**src/rtl/fifo_burst_reader.sv**
```systemverilog
// fifo_burst_reader: pops a one-cycle-latency FIFO into a 3-entry queue and streams it out in BURST-beat frames
module fifo_burst_reader #(
  parameter int WIDTH = 16,
  parameter int BURST = 8
) (
  input  logic             clk,
  input  logic             rst,
  input  logic             fifo_empty,
  output logic             fifo_pop,
  input  logic [WIDTH-1:0] fifo_rdata,
  input  logic             fifo_valid,
  output logic             fifo_flush,
  input  logic             flush,
  output logic [WIDTH-1:0] out_data,
  output logic             out_valid,
  input  logic             out_ready,
  output logic             out_last,
  output logic [15:0]      beat_cnt,
  output logic             err
);
  logic [WIDTH-1:0] q [3];
  logic [1:0] wr_ptr, rd_ptr, occ;
  logic inflight, rst_d, wr, xfer, last_beat;
  assign fifo_flush = flush;
  // a pop is only issued when the queue has room for it and every pop still in flight
  assign fifo_pop = !rst && !flush && !fifo_empty && ({1'b0, occ} + {2'b0, inflight} < 3'd3);
  assign out_valid = occ != 2'd0;
  assign out_data = q[rd_ptr];
  assign last_beat = beat_cnt == 16'(BURST - 1);
  assign out_last = out_valid && last_beat;
  assign xfer = out_valid && out_ready;
  assign wr = fifo_valid && inflight && !flush;
  always_ff @(posedge clk) begin
    rst_d <= rst;
    if (rst) begin
      q <= '{default: '0};
      wr_ptr <= '0;
      rd_ptr <= '0;
      occ <= '0;
      inflight <= 1'b0;
      beat_cnt <= '0;
      err <= 1'b0;
    end else if (flush) begin
      wr_ptr <= '0;
      rd_ptr <= '0;
      occ <= '0;
      inflight <= 1'b0;
      beat_cnt <= '0;
    end else begin
      inflight <= fifo_pop;
      if (wr) begin
        q[wr_ptr] <= fifo_rdata;
        wr_ptr <= wr_ptr == 2'd2 ? 2'd0 : wr_ptr + 2'd1;
      end
      if (xfer) begin
        rd_ptr <= rd_ptr == 2'd2 ? 2'd0 : rd_ptr + 2'd1;
        beat_cnt <= last_beat ? '0 : beat_cnt + 16'd1;
      end
      occ <= occ + {1'b0, wr} - {1'b0, xfer};
      if (fifo_valid && !inflight && !rst_d) err <= 1'b1;
    end
  end
  always_ff @(posedge clk) if (!rst && wr) assert (occ != 2'd3);
endmodule

```
**config.mk**
```make
export PLATFORM = sky130hd
export DESIGN_NAME = fifo_burst_reader
export DESIGN_NICKNAME = d
export VERILOG_FILES = /design/src/rtl/fifo_burst_reader.sv
export SDC_FILE = /design/constraint.sdc
export NUM_CORES = 1
export LEC_CHECK = 0
export BUFFER_PORTS_ARGS = -buffer_cell sky130_fd_sc_hd__buf_2
export CAP_MARGIN = 10
export CORE_ASPECT_RATIO = 1.5
export CORE_MARGIN = 5
export CORE_UTILIZATION = 30
export CTS_BUF_LIST = sky130_fd_sc_hd__clkbuf_4 sky130_fd_sc_hd__clkbuf_8
export CTS_CLUSTER_DIAMETER = 60
export CTS_CLUSTER_SIZE = 12
export DETAILED_ROUTE_END_ITERATION = 8
export PLACE_DENSITY = 0.55
export SLEW_MARGIN = 20
export SYNTH_ARGS = -nofsm -noshare
export SYNTH_HDL_FRONTEND = slang
export SYNTH_SLANG_ARGS = --single-unit
```
**constraint.sdc**
```tcl
create_clock -name clk -period 1.6 [get_ports clk]
set_input_delay 0.24 -clock clk [delete_from_list [all_inputs] [get_ports clk]]
set_output_delay 0.24 -clock clk [all_outputs]
set_load 0.01 [all_outputs]
```
* After elaboration in Yosys (flattened, before gate mapping) *
Index checks and enable logic that the tools add are counted.

word-level totals
  register bits after elaboration = 73
  output and inout bits = 37
  logic and storage cells = 54

operators by class
  add/subtract/negate cells = 6
  magnitude comparators = 4
  equal/unequal tests = 3
  muxes and demuxes = 9
  bitwise logic cells = 3
  reduce and logical (&&, ||, !) cells = 19

operators by type and width
  cell                     number
  $mux W16                 4
  $bwmux W48               1
  $bmux W16 S2             1
  $demux W16 S2            1
  $add A16 B1 Y16 const B  1
  $eq A16 B3 Y1 const B    1
  $logic_and A1 B1 Y1      10
  $ge A3 B3 Y1 const B     2
  $not A2 Y3               2
  $logic_not A1 Y1         5
  $add A2 B1 Y2 const B    2
  $eq A2 B2 Y1 const B     2
  $mux W2                  2
  $reduce_and A2 Y1        2
  $add A2 B1 Y3            1
  $lt A3 B1 Y1 const B     1
  $lt A3 B2 Y1 const B     1
  $add A2 B1 Y2            1
  $reduce_bool A2 Y1       1
  $reduce_or A2 Y1         1
  $sub A2 B1 Y2            1
  $not A1 Y1               1

* Longest topological paths before layout *
Gate-level depths: netlist (run 1).

  depth in word-level cells = 6
  gate-level depth with buffers = 9
  gate-level depth less buffers = 8

* Worst setup path before layout (run 1) *
OpenSTA, ideal clock, no wires.

  path type = register -> output
  from = register occ[0]
  to = output port fifo_pop
  data arrival time = 1,512 ps
  data required time = 1,360 ps
  setup slack = -152 ps
  cell stages (with the launch flop) = 4
  cells stage by stage = dfxtp_1 ha_1 ha_1 a2111oi_0

between the ends
  cells in the longest elaborated chain, start to end = 3

RTL lines
  element                 RTL line  source
  from (decl)             22        logic [1:0] wr_ptr, rd_ptr, occ;
  from (signal assigned)  59        occ <= occ + {1'b0, wr} - {1'b0, xfer};
  $add A2 B1 Y3           26        assign fifo_pop = !rst && !flush && !fifo_empty && ({1'b0, occ} + {2'b0, inflight} < 3'd3);
  $lt A3 B2 Y1            26
  $logic_and A1 B1 Y1     26
  to (decl)               9         output logic fifo_pop,

No other way between the ends.

* Final worst setup path (run 1) *
Same ends and word-level chain as after synthesis.

==> flow_metrics.tcl, run 1 <==
set metrics [dict create \
    status "complete, but fails checks" \
    violations "setup timing" \
    rows 46 \
    ys_seq_area_share_pct 45.3 \
    fin_nets 505 \
    grt_use_total_pct 14.9 \
    finalHoldViolations 0 \
    drive_gt1_share_pct 34.7 \
    start_kind "flip-flop" \
    grt_max_degree 52 \
    hp-class "input port to flip-flop" \
    place_hpwl_um 6160 \
    slowest_stage "dfxtp_4" \
    final_cells 625 \
    die-area_um2 13000 \
    setup_viol 7 \
    fin_crit_ps 1770 \
    timing.critical_path.mode_cell "ha_4" \
    critPathRequiredTime_ps 1360 \
    start_util_pct 30.6 \
    rsz0062_at_grt "true" \
    worstSetupPathType "flip-flop to primary output" \
    p_leak_uw 0.00162 \
    vias_per_cell 4.77 \
    clock_skew_ps 8.43 \
    fillers 1065 \
    htree_num_levels 3 \
    clk_path_buf_depth 2 \
    gp_congestion 0.815 \
    syn_to_final_growth_pct 36.6 \
    antenna_found_initial 0 \
    drtIter0Drc 98 \
    grt_pass1_vias 2999 \
    crit_arrival_ps 1530 \
    gr-total-overflow 0 \
    synth_top_area_share_pct 45.3 \
    async_flop_share_pct 0 \
    die_h_um 137 \
    relSlewSlack_pct 56.9 \
    ys_top_cells_by_area "dfxtp_1 (45%), nand2_1 (14%), a21oi_1 (8.4%)" \
    finalCritPeriodShare_pct 111 \
    synth_edf_count 0 \
    ios 59 \
    dpl_cell_area_um2 3880 \
    design_area_um2 4410 \
    core-area_um2 10500 \
    syn_area_um2 3230 \
    ir_drop_v 0.000374 \
    fmax_mhz 564 \
    cp_max_fo 3 \
    yosys_warnings 0 \
    path_clk_slew_ps 70 \
    vias 2984 \
    clk_latency_ps 350 \
    grt_first_pass_wirelength_um 14800 \
    synth.distinct_cells 38 \
    cts_buffers 9 \
    setup_ws_ps -174 \
    tritoncts "built" \
    antenna_left 0 \
    path_cells "ha_4, ha_4, a2111oi_4, buf_2" \
    drc 0 \
    drt-wirelength-per-cell_um 14.5 \
    ys.flop_type "dfxtp_1" \
    cts_root_buf "clkbuf_8" \
    clock_sinks 73 \
    synthesis.nets 422 \
    avgSynthCellArea_um2 8.17 \
    slowest_delay_ps 360 \
    worstMarginPinSlew_ps 645 \
    yosysTopAreaCell "dfxtp_1" \
    firstDrtPassIters 5 \
    pre_cts_slack_ps -38.1 \
    rrSetupSlack_ps -50 \
    drv_slew 0 \
    n_antenna_cell 0 \
    cap_violations 0 \
    power_density_nw_per_um2 796 \
    syn_inst 395 \
    io_buffers 58 \
    placed_cells 605 \
    ys_ff_latch 73 \
    die_x_um 94.7 \
    worst_setup_path_end_kind "primary output" \
    ctsHoldBuffers 0 \
    wl_um 9060 \
]
-- what timing repair did --
action	4_1_cts	5_1_grt
gates cloned	1	0
endpoints found under the setup margin	18	33
pin swaps	10	6
resized for setup	36	45
buffers inserted	4	2
-- per-stage QoR --
step	utilization [%]	TNS (ps)	power (µW)	hold WS (ps)
6_report	41.9	-350	3510	89.5
4_1_cts	40.4	-391	3560	74.0
3_3_place_gp	36.8	-6.97	2010	428
3_5_place_dp	36.8	-40.8	2010	428
2_1_floorplan	-	-97.4	1930	268
5_1_grt	41.9	-1760	3670	87.6
-- placed cells by master, fill, tap and decap left out, drive strengths merged, types with 4 or more instances in the layout --
| cell type | synthesis | routed |
|---|---|---|
| nor4 | 7 | 7 |
| nor3 | 8 | 8 |
| nand4 | 5 | 5 |
| clkbuf | 9 | 10 |
| xnor2 | 11 | 11 |
| mux2i | 17 | 17 |
| dfxtp | 73 | 73 |
| a21oi | 54 | 54 |
| o21ai | 17 | 17 |
| xor2 | 4 | 4 |
| ha | 5 | 5 |
| nor2 | 22 | 22 |
| nand2 | 122 | 122 |
| buf | 15 | 96 |
-- logic make-up (layout without fill, tap and decap cells) --
kind of cell / after synthesis / in the layout / share of synthesized area, %
muxes: 17 / 17 / 5.27
buffers and inverters: 27 / 113 / 4.26
xor gates and xnor gates: 15 / 15 / 4.07
DFF: 73 / 73 / 45.3
and+or+nand+nor: 182 / 182 / 26.6
AOI/OAI and AO/OA: 76 / 76 / 12.6
adders and majority gates: 5 / 5 / 1.94
-- report_power, final --
| part | switching, µW | leakage, µW | internal (µW) | total [µW] |
|---|---|---|---|---|
| Clock | 656 | 0.000105 | 873 | 1530 |
| Sequential | 6.57 | 0.000597 | 1820 | 1830 |
| Combinational | 90.3 | 0.000919 | 60.7 | 151 |
-- cell type report --
type	count	area, µm²	area share (%)
clock buffer	10	131	2.98
clock inverter	4	70.1	1.59
inverter	3	13.8	0.312
multi-input combinational	295	1870	42.3
sequential	73	1490	33.7
tap	144	180	4.09
timing repair buffer	96	659	15.0
-- cells in the mapped netlist (2+ instances only) --
master,number
nor3_2,2
xor2_1,4
ha_1,5
nand4_1,4
or2_2,2
clkbuf_1,9
o21ai_0,15
dfxtp_1,73
a21oi_1,54
buf_2,11
inv_1,3
mux2i_1,17
buf_4,2
and4_1,2
or3b_1,2
a2111oi_0,2
nor2b_1,2
nand2_1,122
o21ai_2,2
nor3_1,6
nor2_1,22
nor3b_2,2
xnor2_1,11
nor4_1,6
buf_6,2
-- sequential cells by signal, indices dropped and copies added, names as in the netlist --
name,flops
q,48
beat_cnt,16
err,1
inflight,1
rst_d,1
rd_ptr,2
occ,2
wr_ptr,2
-- per-layer routing --
| layer | vias up | wire (µm) | track usage [%] |
|---|---|---|---|
| met1 | 1389 | 3610 | 16.2 |
| li1 | 1491 | - | - |
| met2 | 85 | 4730 | 26.8 |
| met4 | 0 | 293 | 7.22 |
| met3 | 19 | 429 | 3.14 |
| met5 | - | 0 | 0 |
-- worst paths after layout --
kind | cells past startpoint | to | startpoint
max | 4 | fifo_pop | occ[0]
min | 2 | inflight | fifo_empty
max reg2reg | 6 | beat_cnt[12] | beat_cnt[1]
min reg2reg | 2 | q[8] | q[8]
-- critical path, delay by kind of cell (launching register included) --
kind                     cells  cell delay [ps]
adder cells (fa/ha/maj)      2              380
buffers and inverters        1              180
flip-flops                   1              360
AO/OA/AOI/OAI                1              260
(Power assumes the default switching activity.)
==> run 2, diff against run 1 <==
--- a/config.mk
+++ b/config.mk
@@ -10,7 +10,7 @@
 export CORE_ASPECT_RATIO = 1.5
 export CORE_MARGIN = 5
 export CORE_UTILIZATION = 30
-export CTS_BUF_LIST = sky130_fd_sc_hd__clkbuf_4 sky130_fd_sc_hd__clkbuf_8
+export CTS_BUF_LIST = sky130_fd_sc_hd__clkbuf_16
 export CTS_CLUSTER_DIAMETER = 60
 export CTS_CLUSTER_SIZE = 12
 export DETAILED_ROUTE_END_ITERATION = 8
==> flow_metrics.tcl, run 2 (synthesis gave the netlist of run 1 again) <==
set metrics [dict create \
    finalHoldViolations 0 \
    cts_buffers 9 \
    syn_to_final_growth_pct 39.7 \
    regMostFlops "q" \
    setup_tns_ps -284 \
    fin_nets 505 \
    grtUsageMet3_pct 3.14 \
    drv_slew 0 \
    tritoncts "built" \
    use_met1_pct 16.2 \
    drive_gt1_share_pct 34.3 \
    n_antenna_cell 0 \
    power_uw 4030 \
    worst_setup_path_end_kind "primary output" \
    design_area_um2 4510 \
    rows 46 \
    clock_skew_ps 6.82 \
    start_kind "flip-flop" \
    cts_root_buf "clkbuf_16" \
    relSlewSlack_pct 57.0 \
    drc 0 \
    core-area_um2 10500 \
    worstSetupPathType "flip-flop to primary output" \
    hp-class "input port to flip-flop" \
    rsz0062_at_grt "true" \
    grt_pass1_vias 3021 \
    drt-wirelength-per-cell_um 14.5 \
    place_hpwl_um 6160 \
    path_clk_slew_ps 50 \
    status "complete, but fails checks" \
    critPathRequiredTime_ps 1360 \
    antenna_found_initial 0 \
    grt_use_total_pct 14.7 \
    vias_per_cell 4.74 \
    firstDrtPassIters 4 \
    violations "setup timing" \
    layout_commonest_cell "nand2_1" \
    htree_num_levels 3 \
    crit_arrival_ps 1500 \
    cap_violations 0 \
    p_leak_uw 0.00167 \
    antenna_left 0 \
    fin_crit_ps 1740 \
    gr-total-overflow 0 \
    die_h_um 137 \
    ios 59 \
    die-area_um2 13000 \
    grt_max_degree 52 \
    met2_usage_pct 26.3 \
    busiest_layer "met2" \
    worstMarginPinSlew_ps 644 \
    largest_reg_flops 48 \
    drtIter0Drc 115 \
    gp_congestion 0.815 \
    final_util_pct 42.8 \
    reg_top3 "q: 48 flops, beat_cnt: 16 flops" \
    finalCritPeriodShare_pct 109 \
    start_util_pct 30.6 \
    fmax_mhz 574 \
    clk_latency_ps 330 \
    die_x_um 94.7 \
    clk_path_buf_depth 2 \
    vias 2963 \
    pre_cts_slack_ps -38.1 \
    clock_sinks 73 \
    dpl_cell_area_um2 3880 \
    setup_ws_ps -143 \
    setup_viol 5 \
    io_buffers 58 \
    cp_max_fo 3 \
    wl_um 9040 \
    power_density_nw_per_um2 894 \
    final_cell_mix "nand2_1 (119), dfxtp_1 (61), buf_2 (58)" \
    fillers 1063 \
    ir_drop_v 0.000476 \
    grt_first_pass_wirelength_um 14700 \
]
## run 2: cell count changes in the layout (fill, tap and decap cells not counted), sizes merged
cell	previous run	this run
clkbuf	10	9
inv	3	4
## run 2: through the flow
step,instances,hold WS [ps]
2_1_floorplan,395,268
3_3_place_gp,605,428
3_5_place_dp,605,428
4_1_cts,624,102
5_1_grt,625,123
6_report,625,119
## run 2: final cells by class
type,instances,area (µm²),area share [%]
timing repair buffer,96,656,14.5
inverter,3,13.8,0.305
tap,144,180,4.00
multi-input combinational,295,1870,41.6
sequential,73,1480,32.9
clock buffer,9,225,5.00
clock inverter,5,73.8,1.64
## run 2: repair_timing
item,in CTS,in global routing
gates cloned,1,0
hold buffers,0,0
pin swaps,10,3
gates resized for setup,29,47
setup endpoints to repair,13,30
buffers inserted,4,2
## run 2: final timing paths
kind	startpoint	to	slack, ps	cells after the start
min	fifo_empty	inflight	120	2
max	occ[0]	fifo_pop	-140	4
max reg2reg	beat_cnt[1]	beat_cnt[12]	-50	6
min reg2reg	q[8]	q[8]	450	2
## run 2: per-layer routing
| metal | wire length (µm) | vias to the layer above |
|---|---|---|
| li1 | - | 1496 |
| met1 | 3620 | 1381 |
| met2 | 4810 | 75 |
| met3 | 418 | 11 |
| met4 | 197 | 0 |
| met5 | 0 | - |
## run 2: power by group
part	internal, µW	switching (µW)	total (µW)
clock	1330	713	2050
sequential	1820	6.48	1830
combinational	60.7	90.1	151
## run 2: critical path, cell delays in order, from the launching register on
cell	delay, ps
dfxtp_4	360
ha_4	160
ha_4	220
a2111oi_4	260
buf_2	180
